`config.mk`:
```
export PLATFORM = sky130hd
export DESIGN_NAME = lm70_spi_reader
export DESIGN_NICKNAME = d
export VERILOG_FILES = /design/src/rtl/lm70_pkg.sv /design/src/rtl/lm70_tick_gen.sv /design/src/rtl/lm70_spi_reader.sv
export SDC_FILE = /design/constraint.sdc
export NUM_CORES = 1
export LEC_CHECK = 0
export CAP_MARGIN = 20
export CORE_MARGIN = 2
export CORE_UTILIZATION = 53
export DETAILED_ROUTE_END_ITERATION = 16
export MAX_ROUTING_LAYER = met4
export PLACE_DENSITY_LB_ADDON = 0.3
export SYNTH_ARGS = -nofsm -noshare
export SYNTH_HDL_FRONTEND = slang
export SYNTH_HIERARCHICAL = 1
export SYNTH_SLANG_ARGS = --single-unit
```
`constraint.sdc`:
```
create_clock -name clk -period 4 [get_ports clk]
set_input_delay 0.6 -clock clk [delete_from_list [all_inputs] [get_ports clk]]
set_output_delay 0.6 -clock clk [all_outputs]
set_load 0.01 [all_outputs]
```
`src/rtl/lm70_pkg.sv`:
```
// rtl/lm70_pkg.sv - frame layout constants and FSM encoding for the LM70 SPI reader
package lm70_pkg;

   localparam int LM70_FRAME_BITS = 16;
   localparam int LM70_CODE_MSB   = 15;
   localparam int LM70_CODE_LSB   = 5;
   localparam int LM70_CODE_BITS  = LM70_CODE_MSB - LM70_CODE_LSB + 1;
   // Whole degrees are the code with its two fractional (0.25 C) bits dropped.
   localparam int LM70_DEG_LSB    = LM70_CODE_LSB + 2;
   localparam int LM70_DEG_BITS   = LM70_CODE_MSB - LM70_DEG_LSB + 1;
   localparam int LM70_ONES_MSB   = 4;
   localparam int LM70_ONES_LSB   = 2;
   localparam logic [2:0] LM70_ONES_FIELD = 3'b111;

   typedef enum logic [2:0] {
      ST_IDLE,
      ST_SETUP,
      ST_SCK_HI,
      ST_SCK_LO,
      ST_HOLD
   } lm70_state_t;

   function automatic logic lm70_fmt_bad(input logic [2:0] ones);
      return ones != LM70_ONES_FIELD;
   endfunction

endpackage

```
`src/rtl/lm70_tick_gen.sv`:
```
// rtl/lm70_tick_gen.sv - HALF_PER phase timer shared by every timed FSM state
module lm70_tick_gen #(
   parameter int HALF_PER = 2
) (
   input  logic clk,
   input  logic rst,
   input  logic load,
   output logic tick
);

   localparam int CW = (HALF_PER > 1) ? $clog2(HALF_PER) : 1;
   localparam logic [CW-1:0] RELOAD = CW'(HALF_PER - 1);
   localparam logic [CW-1:0] ONE    = CW'(1);

   logic [CW-1:0] cnt;

   // load coincides with each state change, so every phase starts a full HALF_PER count.
   always_ff @(posedge clk) begin
      if (rst) begin
         cnt <= '0;
      end else if (load) begin
         cnt <= RELOAD;
      end else if (cnt != '0) begin
         cnt <= cnt - ONE;
      end
   end

   assign tick = (cnt == '0);

endmodule

```
`src/rtl/lm70_spi_reader.sv`:
```
// rtl/lm70_spi_reader.sv - 16-bit 3-wire SPI read master for the LM70 temperature sensor
module lm70_spi_reader
   import lm70_pkg::*;
#(
   parameter int HALF_PER = 2
) (
   input  logic                             clk,
   input  logic                             rst,
   input  logic                             start,
   input  logic                             sio_in,
   output logic                             cs_n,
   output logic                             sck,
   output logic                             busy,
   output logic                             done,
   output logic [LM70_FRAME_BITS-1:0]       raw,
   output logic signed [LM70_CODE_BITS-1:0] temp_code,
   output logic signed [LM70_DEG_BITS-1:0]  temp_c,
   output logic                             fmt_err
);

   localparam int BIT_W = $clog2(LM70_FRAME_BITS);
   localparam logic [BIT_W-1:0] LAST_BIT = BIT_W'(LM70_FRAME_BITS - 1);
   localparam logic [BIT_W-1:0] BIT_ONE  = BIT_W'(1);

   lm70_state_t                state;
   logic [LM70_FRAME_BITS-1:0] sr;
   logic [BIT_W-1:0]           bit_cnt;
   logic                       tick;
   logic                       load;

   assign load = (state == ST_IDLE) ? start : tick;

   lm70_tick_gen #(
      .HALF_PER (HALF_PER)
   ) u_tick (
      .clk  (clk),
      .rst  (rst),
      .load (load),
      .tick (tick)
   );

   always_ff @(posedge clk) begin
      if (rst) begin
         state     <= ST_IDLE;
         cs_n      <= 1'b1;
         sck       <= 1'b0;
         busy      <= 1'b0;
         done      <= 1'b0;
         sr        <= '0;
         bit_cnt   <= '0;
         raw       <= '0;
         temp_code <= '0;
         temp_c    <= '0;
         fmt_err   <= 1'b0;
      end else begin
         done <= 1'b0;
         case (state)
            ST_IDLE: begin
               if (start) begin
                  state   <= ST_SETUP;
                  cs_n    <= 1'b0;
                  busy    <= 1'b1;
                  bit_cnt <= '0;
               end
            end
            ST_SETUP: begin
               if (tick) begin
                  state <= ST_SCK_HI;
                  sck   <= 1'b1;
               end
            end
            ST_SCK_HI: begin
               // Sensor shifts on the falling edge, so the end of the high phase is the stable point.
               if (tick) begin
                  sr    <= {sr[LM70_FRAME_BITS-2:0], sio_in};
                  sck   <= 1'b0;
                  state <= ST_SCK_LO;
               end
            end
            ST_SCK_LO: begin
               if (tick) begin
                  if (bit_cnt != LAST_BIT) begin
                     bit_cnt <= bit_cnt + BIT_ONE;
                     sck     <= 1'b1;
                     state   <= ST_SCK_HI;
                  end else begin
                     cs_n  <= 1'b1;
                     state <= ST_HOLD;
                  end
               end
            end
            ST_HOLD: begin
               if (tick) begin
                  raw       <= sr;
                  temp_code <= $signed(sr[LM70_CODE_MSB:LM70_CODE_LSB]);
                  temp_c    <= $signed(sr[LM70_CODE_MSB:LM70_DEG_LSB]);
                  fmt_err   <= lm70_fmt_bad(sr[LM70_ONES_MSB:LM70_ONES_LSB]);
                  done      <= 1'b1;
                  busy      <= 1'b0;
                  state     <= ST_IDLE;
               end
            end
            default: begin
               state <= ST_IDLE;
               cs_n  <= 1'b1;
               sck   <= 1'b0;
               busy  <= 1'b0;
            end
         endcase
      end
   end

   // SCK may only be high while the sensor is selected.
   a_sck_in_frame: assert property (@(posedge clk) disable iff (rst) sck |-> !cs_n);
   a_done_idle:    assert property (@(posedge clk) disable iff (rst) done |-> !busy);

endmodule

```
======== Word-level counts from Yosys, hierarchy flattened ========
Cells that the tools add are included.
storage, ports and cells
  bits in registers ....................... 65
  input bits .............................. 4
  output and inout bits ................... 41
  logic and storage cells ................. 71
cells by class
  add/sub/neg operators ................... 2
  equal/unequal tests ..................... 13
  muxes and demuxes ....................... 26
  bitwise logic cells ..................... 5
  reductions and logical operators ........ 13
operator list
  operator               number
  $mux W3                6
  $pmux W3 S5            1
  $ne A2 B2 Y1 const B   7
  $mux W1                12
  $mux W4                3
  $reduce_and A5 Y1      2
  $pmux W4 S2            1
  $reduce_and A4 Y1      2
  $eq A3 B2 Y1 const B   2
  $pmux W1 S3            2
  $reduce_or A3 Y1       2
  $not A1 Y1             5
  $add A4 B1 Y4 const B  1
  $ne A4 B4 Y1 const B   1
  $pmux W1 S4            1
  $reduce_and A2 Y1      2
  $reduce_or A2 Y1       2
  $eq A3 B1 Y1 const B   1
  $eq A3 B3 Y1 const B   1
  $logic_not A3 Y1       1
  $ne A3 B3 Y1 const B   1
  $reduce_and A3 Y1      1
  $reduce_bool A2 Y1     1
  $sub A1 B1 Y1 const B  1

======== Longest topological paths before layout ========
Gate-level depths: netlist of the first run.
  word-level depth ........................ 4
  gate-level depth with buffers ........... 6
  depth with buffers taken out ............ 4

======== Cells and area by module ========
Netlist of the first run, hierarchy kept.
modules (own cells, without submodules)
  module           times used  cells an instance  area an instance (um^2)  sequential area each (um^2)
  lm70_spi_reader  1           230                1939.4                   880.8
  lm70_tick_gen    1           3                  37.5                     20.0

======== Worst setup path before layout of the first run ========
No wires, ideal clock.
  kind .................................... in2reg
  start point ............................. input rst
  end point ............................... register sr[1]
  setup time .............................. 0.141 ns
  data arrival time ....................... 1.294 ns
  required time ........................... 3.859 ns
  slack ................................... 2.565 ns
  stages on the path ...................... 3
  path buffers ............................ 2
  cells stage by stage .................... clkbuf_1 -> buf_1 -> a21oi_1
RTL lines
  what                  line                   RTL
  start, declared       lm70_spi_reader.sv:8   input logic rst,
  end signal, assigned  lm70_spi_reader.sv:75  sr <= {sr[LM70_FRAME_BITS-2:0], sio_in};
  end, declared         lm70_spi_reader.sv:26  logic [LM70_FRAME_BITS-1:0] sr;
No word-level cell between the ends.

======== Final worst setup path of the first run ========
  start point ............................. register state[1]
  end point ............................... register sr[7]
on the way
  longest elaborated chain between the ends .. 2
RTL lines
  what                         line                   RTL
  start, declared              lm70_spi_reader.sv:25  lm70_state_t state;
  start signal, assigned       lm70_spi_reader.sv:44  state <= ST_IDLE;
  start signal, assigned       lm70_spi_reader.sv:60  state <= ST_SETUP;
  start signal, assigned       lm70_spi_reader.sv:68  state <= ST_SCK_HI;
  $eq A3 B2 Y1                 lm70_spi_reader.sv:57  case (state)
  $reduce_and A2 Y1 (no line)  n/a
Every way passes these cells.
A chain may end at the register's enable or synchronous reset.

==> results of run 1 <==
-- registers in the layout, summed over array words and instances, names as in the netlist --
| signal | count |
|---|---|
| bit_cnt | 4 |
| busy | 1 |
| cs_n | 1 |
| done | 1 |
| fmt_err | 1 |
| raw | 16 |
| sck | 1 |
| sr | 16 |
| state | 3 |
| u_tick/cnt | 1 |
-- per-stage QoR --
stage               setup slack (ns)  hold slack, ns  util [%]  power, mW
floorplan                       2.57           0.432         -      0.550
global placement                1.99           0.443      61.7      0.565
detailed placement              2.00           0.453      61.7      0.566
CTS                             2.15           0.463      64.4      0.853
global route                    1.98           0.481      64.4      0.881
finish                          2.16           0.462      64.4      0.844
-- final cells by class --
class	instances	area share, %
Tap cell	48	2.57
Clock inverter	2	0.588
Multi-Input combinational cell	148	35.0
Timing Repair Buffer	46	19.5
Clock buffer	6	3.53
Inverter	2	0.321
Sequential cell	45	38.5
-- worst paths after layout --
path,startpoint,end,slack [ns],cells past startpoint
max,state[1],sr[7],2.16,3
min,sr[1],sr[2],0.46,2
max reg2reg,state[1],sr[7],2.16,3
min reg2reg,sr[1],sr[2],0.46,2
-- cell families (layout without fill, tap and decap cells) --
group,after synthesis,after routing,synth area share [%]
simple gates,92,92,22.8
compound gates,55,55,17.7
flops,45,45,45.6
fa+ha+maj,1,1,0.633
buf+inv,40,56,13.3
-- worst max-delay path: cells and delay by family (launching register included) --
family / cells / cell delay [ns]
simple gates: 2 / 0.93
flops: 1 / 0.71
compound gates: 1 / 0.07
-- routing by layer --
metal	GRT usage (%)	wire (um)	vias to the layer above
met2	24.4	1530	48
li1	-	-	790
met1	23.7	1720	698
met5	-	0	-
met4	6.25	55	0
met3	5.21	204	6
-- Yosys cell counts, drive strengths merged (2+ instances only) --
cell / number / share of area, %
dfxtp: 45 / 46
o31ai: 3 / 1.1
nand3b: 2 / 0.76
o211a: 2 / 1.0
and3: 2 / 0.63
or3: 2 / 0.63
buf: 33 / 12
o21ai: 3 / 0.76
nor3: 3 / 0.76
clkbuf: 5 / 1.0
nand4bb: 2 / 1.1
nand2: 69 / 13
a21oi: 40 / 12
nor2b: 3 / 1.3
a2111oi: 2 / 0.95
inv: 2 / 0.38
-- power by group --
group | internal [mW] | switching, mW | total (mW)
sequential | 0.458 | 0.0195 | 0.478
combinational | 0.0364 | 0.0419 | 0.0783
clock | 0.140 | 0.148 | 0.288
==> impl_results.md, run 1 <==
* DP Area at 2240 um^2
* Maximum fanout along the worst path at 18
* VDD IR max at 207 uV
* Finish-stage setup viols at 0
* Ant. Diodes at 0
* Crit Path Category: reg -> reg
* Setup TNS after final layout at 0 ns
* Required time worst endpoint at 4.17 ns
* Area Growth Syn to Fin at 18.4%
* PortBufs at 44
* PostCTS Resize Cnt at 0
* Synth Net Count at 238
* CP Launch Type: flop
* Die Wd at 65.1 um
* Vias/cell at 5.19
* Worst-path clk slew at 0.08 ns
* Max Clock Freq at 0.543 GHz
* Initial antenna violation count at 0
* Asr flop ratio synth at 0%
* Initial detailed-routing violation count at 111
* Largest net degree at the start of global routing at 40
* Commonest non-fill, non-tap cell in the layout: nand2_1
* Outcome: completed
* Max Root-Sink Buffers at 2
* Global-route usage over all layers at 17.4%
* Clk sinks at 45
* Mapped Area at 1980 um^2
* Sequential fraction of the synthesis area at 45.6%
* Layout Cells excl Fill at 297
* Residual DRC at 0
* Clock Latency Late Sink at 0.30 ns
* #FFs+latches synth at 45
* Synth unique cells at 38
* CTS root buffer: clkbuf_8
* Nature of the critical path endpoint: flop
* CP max stage delay at 0.71 ns
* Post-CTS Setup Repair Bufs at 0
* Pleak at 0.804 nW
* Hold Vio Cnt, Final at 0
* Io pins at 45
* Slew Viols, Final at 0
* Initial Utilization at 54.4%
* Worst Hold Class: reg -> reg
* Worst EP arrival at 2.01 ns
* Final GP Congestion at 0.737
* Final instance area at 2340 um^2
* Most frequent cells in the layout: nand2_1, dfxtp_1, clkdlybuf4s50_1
* Vias after detailed routing at 1542
* Top FF cell, synth: dfxtp_1
* DIE AREA at 4230 um^2
* Vias in the first global route at 1227
* CTS buffer count at 5
* RSZ-0062 raised after global routing: no
* Post-synth EDFFs at 0
* Reg area at 901 um^2
* Row count at 22
* Inst Count DP at 289
* Dpl hpwl at 2.23 mm
* Tightest Pin Transition at 0.778 ns
* Critical path's slowest cell: dfxtp_1
* H-tree depth at 2
* Crit-path cells: nand4bb_1, nand2_1, a21oi_2
* Synth Instances at 233
* Antenna Nets Post-Route at 0
* Clk_skew at 0.0106 ns
* Fill cell count at 328
* WL final at 3.51 mm
* First-pass GRT wire length at 5.57 mm
* Number of detailed-route iterations in the first pass at 5
* Fin crit period at 1.84 ns
* Die height at 65.1 um
* Multi-input gate area at 820 um^2
* TritonCTS clock tree: yes
* Layout cells sized above 1 at 9.64%
* PD cells at 361 nW/um^2
* Grt ovf at 0
* Nets@finish at 253
* Max Cap Viol at 0
* # hold bufs at CTS at 0
* Avg WL per Cell at 11.8 um
* Avg Cell Area, Syn at 8.48 um^2
* Slew HR at 47.8%
* Final worst path period share at 46.0%
* Area of the core at 3630 um^2
* Yosys synthesis warning count at 6
Note: power is estimated with default switching activity, not from simulation.
==> run 2: changes to the inputs <==
--- a/config.mk
+++ b/config.mk
@@ -7,7 +7,7 @@
 export LEC_CHECK = 0
 export CAP_MARGIN = 20
 export CORE_MARGIN = 2
-export CORE_UTILIZATION = 53
+export CORE_UTILIZATION = 49
 export DETAILED_ROUTE_END_ITERATION = 16
 export MAX_ROUTING_LAYER = met4
 export PLACE_DENSITY_LB_ADDON = 0.3
==> constraint.sdc (replaced) <==
create_clock -name clk -period 1.9 [get_ports clk]
set_input_delay 0.285 -clock clk [delete_from_list [all_inputs] [get_ports clk]]
set_output_delay 0.285 -clock clk [all_outputs]
set_load 0.01 [all_outputs]
==> run 2 against run 1 <==
Compared with the run above: critical path depth grew 1; first-iteration DRC count down 51%; fmax grew 18%; sequential share of layout area fell by 0.55 points; critical path type unchanged; critical endpoint is now sr[2]; largest cell class unchanged.
==> impl_results.md, run 2 (synthesis gave the netlist of run 1 again) <==
* Layout cells sized above 1 at 11.4%
* DIE AREA at 4560 um^2
* Largest net degree at the start of global routing at 23
* Final GP Congestion at 0.761
* Row count at 23
* Commonest non-fill, non-tap cell in the layout: nand2_1
* Largest regs: raw (16), sr (16), bit_cnt (4)
* Die height at 67.5 um
* PortBufs at 44
* Dpl hpwl at 2.47 mm
* Outcome: completed
* TritonCTS clock tree: yes
* Max Root-Sink Buffers at 2
* # hold bufs at CTS at 0
* H-tree depth at 2
* WL final at 3.68 mm
* Finish-stage setup viols at 0
* Max Cap Viol at 0
* Clk sinks at 45
* Required time worst endpoint at 2.12 ns
* First-pass GRT wire length at 6.27 mm
* Final total power at 1.75 mW
* Die Wd at 67.5 um
* Residual DRC at 0
* Initial antenna violation count at 0
* Post-CTS Setup Repair Bufs at 0
* CTS buffer count at 5
* Worst EP arrival at 1.79 ns
* Slew HR at 57.4%
* Vias after detailed routing at 1588
* Io pins at 45
* Max Clock Freq at 0.638 GHz
* Global-route usage over all layers at 18.6%
* Slew Viols, Final at 0
* Number of detailed-route iterations in the first pass at 5
* Clk_skew at 0.00655 ns
* Setup TNS after final layout at 0 ns
* Nets@finish at 259
* Grt ovf at 0
* Ant. Diodes at 0
* Hold Vio Cnt, Final at 0
* Initial Utilization at 50.1%
* Inst Count DP at 297
* Fin crit period at 1.57 ns
* CTS root buffer: clkbuf_8
* PostCTS Resize Cnt at 0
* Maximum fanout along the worst path at 18
* Area Growth Syn to Fin at 20.1%
* Worst Hold Class: reg -> reg
* Avg WL per Cell at 12.1 um
* Initial detailed-routing violation count at 54
* Layout Cells excl Fill at 305
* Vias in the first global route at 1421
* CP Launch Type: flop
* RSZ-0062 raised after global routing: no
* VDD IR max at 540 uV
* Worst-path clk slew at 0.08 ns
* Nature of the critical path endpoint: flop
* Pleak at 0.825 nW
* PD cells at 736 nW/um^2
* Antenna Nets Post-Route at 0
* Area of the core at 3940 um^2
* Most frequent cells in the layout: nand2_1, dfxtp_1, clkdlybuf4s50_1
* Vias/cell at 5.21
* Crit Path Category: reg -> reg
* Clock Latency Late Sink at 0.30 ns
* Tightest Pin Transition at 0.639 ns
* Final worst path period share at 82.4%
[run 2: changes by cell type in the layout (fill, tap and decap cells not counted), sizes merged]
cell,previous run,this run
buf,2,8
[run 2: final timing paths]
| path | start | to | slack, ns | depth (start not counted) |
|---|---|---|---|---|
| worst max-delay path | state[1] | sr[2] | 0.33 | 4 |
| worst min-delay path | sr[15] | raw[15] | 0.46 | 2 |
| worst max register to register | state[1] | sr[2] | 0.33 | 4 |
| worst min register to register | sr[15] | raw[15] | 0.46 | 2 |
[run 2: layout make-up]
cell class	instances	area [um^2]
clock buffers	6	72.6
clock inverters	2	10.0
fillers	366	1570
inverters	2	7.51
multi-input cells	148	820
flip-flops and latches	45	901
well taps	50	62.6
repair buffers	52	500
[run 2: worst max-delay path, cell delays in order (launching register included)]
cell      delay [ns]
dfxtp_1         0.72
nor4bb_2        0.30
buf_4           0.25
nand2_1         0.08
a21oi_1         0.14
[run 2: per-stage QoR]
step	hold slack (ns)	util (%)	cell area, um^2	setup slack [ns]
3_3_place_gp	0.445	58.1	2290	0.332
3_5_place_dp	0.450	58.1	2290	0.311
6_report	0.457	60.2	2370	0.334
5_1_grt	0.479	60.2	2370	0.217
4_1_cts	0.461	60.2	2370	0.323
2_1_floorplan	0.349	-	1980	0.565
[run 2: routing by layer]
metal | up-vias | track usage [%] | wire (um)
met3 | 6 | 6.00 | 157
met2 | 37 | 30.3 | 1730
li1 | 802 | - | -
met4 | 0 | 7.65 | 67
met1 | 743 | 21.1 | 1730
met5 | - | - | 0
[run 2: power breakdown]
| part | switching (mW) | internal, mW | leakage, nW |
|---|---|---|---|
| registers | 0.0425 | 0.965 | 0.364 |
| logic | 0.0919 | 0.0854 | 0.417 |
| clock network | 0.307 | 0.255 | 0.0450 |
==> patch 1 (config.mk and constraints of run 2) <==
`HALF_PER` is set to 2 in 2 places; all go to 1.
--- a/src/rtl/lm70_tick_gen.sv
+++ b/src/rtl/lm70_tick_gen.sv
@@ -1,5 +1,5 @@
 // rtl/lm70_tick_gen.sv - HALF_PER phase timer shared by every timed FSM state
 module lm70_tick_gen #(
-   parameter int HALF_PER = 2
+   parameter int HALF_PER = 1
 ) (
    input  logic clk,
--- a/src/rtl/lm70_spi_reader.sv
+++ b/src/rtl/lm70_spi_reader.sv
@@ -3,5 +3,5 @@
    import lm70_pkg::*;
 #(
-   parameter int HALF_PER = 2
+   parameter int HALF_PER = 1
 ) (
    input  logic                             clk,
Check against the original RTL: not equivalent (Yosys sat finds a counterexample within 4 cycles, from zero or initial values and one cycle with rst high).
==> patch 1 against run 2 <==
- area after synthesis decreased by 1.1%
- sequential cell count unchanged
- cell area decreased by 1.2%
- wire length decreased by 5.4%
- first-iteration DRC count increased by 35%
- synthesized cell count decreased by 0.86%
- setup slack improved by 0.036 ns
- critical endpoint is now raw[14]
- largest cell class unchanged
Power is not compared: it rests on default switching activity, and its combinational part moved more than twofold at a synthesized area within 25%.
==> patch 1: results <==
synthesis:
  synth_warnings: 6
  syn-num-nets: 236
cts:
  cts_max_path_buffers: 2
  ctsResizeCount: 0
  htree_num_levels: 2
  clk_latency_ns: 0.29
  clkTransAtPathRegs_ns: 0.08
  numCtsBuffers: 5
  cts_root_buf: "clkbuf_8"
critical_path:
  cp_data_arrival_time_ns: 1.24
  cp_slowest_stage_delay_ns: 0.57
  critPathSlowestCell: "clkdlybuf4s50_1"
  path_max_fanout: 4
  crit_start: "raw[14]$_SDFFE_PP0P_"
  reg2reg_from: "state[2]$_SDFFE_PP0P_"
  critPathTopFamily: "buffers and inverters"
grt:
  grt_pass1_vias: 1393
  grt_first_pass_wirelength_um: 6000
  grt_start_max_net_pins: 23
  antenna_found_initial: 0
  grt_usage: 0.180
placed_design:
  gp_congestion: 0.788
  dp_hpwl_um: 2340
  portBuffers: 44
layout:
  drive_above_1_share: 0.104
  reg_top3: "raw (16), sr (16), bit_cnt (4)"
  fin_nets: 254
  nFillCells: 357
  diodes: 0
min_path:
  min_from: "raw[3]$_SDFFE_PP0P_"
  hold_path_class: "reg -> reg"
timing:
  relSlewSlack: 0.630
  clock_skew_ns: 0.00339
route:
  dr.pass1.iters: 4
  viasPerCell: 5.14
  drtIter0Drc: 73
  wl_per_cell_um: 11.7
run_status:
  outcome: "finished clean"
power_and_ir_drop:
  leakagePower_nw: 0.809
  peakVddDrop_uv: 479
## patch 1: stage by stage
stage	hold WS, ns	instances	worst slack (ns)	area [sq um]
4_1_cts	0.466	298	0.349	2350
3_3_place_gp	0.448	290	0.377	2240
6_report	0.459	298	0.370	2350
5_1_grt	0.479	298	0.229	2350
2_1_floorplan	0.421	231	0.565	1960
3_5_place_dp	0.451	290	0.365	2240
## patch 1: final cells by class
| type | instances | area share |
|---|---|---|
| flip-flops and latches | 45 | 0.384 |
| multi-input cells | 146 | 0.340 |
| repair buffers | 49 | 0.204 |
| clock buffers | 7 | 0.0411 |
| well taps | 48 | 0.0256 |
| inverters | 2 | 0.00320 |
| clock inverters | 1 | 0.00213 |
## patch 1: worst paths after layout
check | cells after the start | endpoint | slack, ns
max | 1 | raw[14] | 0.37
min | 2 | raw[3]$_SDFFE_PP0P_ | 0.46
max reg2reg | 3 | fmt_err$_SDFFE_PP0P_ | 0.39
min reg2reg | 2 | raw[3]$_SDFFE_PP0P_ | 0.46
## patch 1: metal layers
layer / track usage / share of wire
met4: 0.0842 / 0.019
met5: - / 0
met1: 0.224 / 0.49
met3: 0.0367 / 0.050
met2: 0.281 / 0.44
## patch 1: power breakdown
part | internal, W | switching, W
clock network | 0.000328 | 0.000302
registers | 0.000954 | 0.0000215
logic | 0.0000418 | 0.0000465
total | 0.00132 | 0.000370
==> patch 2 (flow settings as in run 2) <==
Without the edit above. Make the reset (`rst`) asynchronous in 2 clocked blocks.
--- a/src/rtl/lm70_tick_gen.sv
+++ b/src/rtl/lm70_tick_gen.sv
@@ -16,5 +16,5 @@
 
    // load coincides with each state change, so every phase starts a full HALF_PER count.
-   always_ff @(posedge clk) begin
+   always_ff @(posedge clk or posedge rst) begin
       if (rst) begin
          cnt <= '0;
--- a/src/rtl/lm70_spi_reader.sv
+++ b/src/rtl/lm70_spi_reader.sv
@@ -40,5 +40,5 @@
    );
 
-   always_ff @(posedge clk) begin
+   always_ff @(posedge clk or posedge rst) begin
       if (rst) begin
          state     <= ST_IDLE;
Behaviour: differs if rst is asserted again (counterexample within 4 cycles, from zero or initial values and one cycle with rst high); with rst held inactive, the same outputs for 10 cycles.
==> patch 2 against run 2 <==
- area after synthesis up 4.4%
- non-clock buffer count shrank 1
- cell area is 6.5% higher
- sequential share of layout area grew 6.6 points
- sequential cell count stayed put
- final cell count fell by 22%
- via count fell by 21%
- setup slack worse by 0.090 ns
- wire length down 5.0%
Power is not compared: it rests on default switching activity, and its combinational part moved more than twofold at a synthesized area within 25%.
==> patch 2: results <==
route:
  drtIter0Drc: 85
  route.met2.wl_um: 1810
  wl_per_cell_um: 14.7
  viasPerCell: 5.32
  dr_wl_met3_um: 177
  wl_met1_um: 1440
  dr.pass1.iters: 4
synthesis:
  synthFlopType: "dfrtp_1"
  ys_seq_area_frac: 0.546
  synthTopCellsByCount: "dfrtp_1 (44), mux2_2 (25), buf_4 (21)"
  postSynthAreaPerCell_sq_um: 13.3
  yosys.area_share.adder: 0.00606
layout:
  fin_nets: 191
  drive_above_1_share: 0.273
  nFillCells: 324
grt:
  grt_start_max_net_pins: 25
  grtUsageMet1: 0.207
  met2_usage: 0.280
  use_met3: 0.0503
  grt_usage: 0.177
  grt_pass1_vias: 1190
critical_path:
  reg2reg_from: "state[2]$_DFFE_PP0P_"
  path_max_fanout: 2
  reg2reg_slack_ns: 0.25
  r2r-end: "raw[3]$_DFFE_PP0P_"
  worstSetupEndpoint: "cs_n"
placed_design:
  gp_congestion: 0.857
  dp_hpwl_um: 2590
  placed_cells: 229
  placedInstanceArea_sq_um: 2430
  place_ws_ns: 0.250
min_path:
  hold_path_class: "in -> async"
timing:
  clock_skew_ns: 0.00686
run_status:
  outcome: "finished clean"
-- patch 2: cell count changes in the layout (fill, tap and decap cells not counted), moves of 7 or more --
cell / before / now
mux2_2: 0 / 25
nand2_1: 69 / 4
dfrtp_1: 0 / 44
mux2_4: 0 / 7
a21oi_1: 30 / 0
dfxtp_1: 45 / 0
a21oi_2: 10 / 0
-- patch 2: cell type report --
class	instances	area, sq um	share of cell area
clock buffers	7	96.3	0.0381
repair buffers	51	505	0.200
flip-flops and latches	45	1130	0.446
multi-input cells	77	708	0.280
clock inverters	1	5.00	0.00198
inverters	6	22.5	0.00891
well taps	50	62.6	0.0248
-- patch 2: worst min-delay path by stage --
stage               depth (start not counted)                   end  start  slack, ns
global route                                2  u_tick/cnt$_DFF_PP0_    rst       0.17
detailed placement                          2  u_tick/cnt$_DFF_PP0_    rst       0.47
floorplan                                   1  u_tick/cnt$_DFF_PP0_    rst       0.01
global placement                            2  u_tick/cnt$_DFF_PP0_    rst       0.47
CTS                                         2  u_tick/cnt$_DFF_PP0_    rst       0.15
finish                                      2  u_tick/cnt$_DFF_PP0_    rst       0.16
-- patch 2: kinds of logic (layout without fill, tap and decap cells) --
group,count (synthesis),after routing
AND/OR/NAND/NOR,24,24
flip-flops,45,45
multiplexers,33,33
adder cells (fa/ha/maj),1,1
buffers and inverters,33,65
AO/OA/AOI/OAI,19,19
-- patch 2: power groups by stage --
stage	clock, W	combinational (W)	sequential, W
after floorplan	0	0.000680	0.00137
after global placement	0	0.000818	0.00142
after detailed placement	0	0.000854	0.00144
after CTS	0.000650	0.000857	0.00142
after global routing	0.000698	0.000939	0.00147
final	0.000633	0.000838	0.00143
-- patch 2: worst register-to-register path, cell delays in order (launching register included) --
cell,delay [ns]
dfrtp_1,0.65
and4bb_1,0.29
buf_4,0.24
mux2_2,0.36
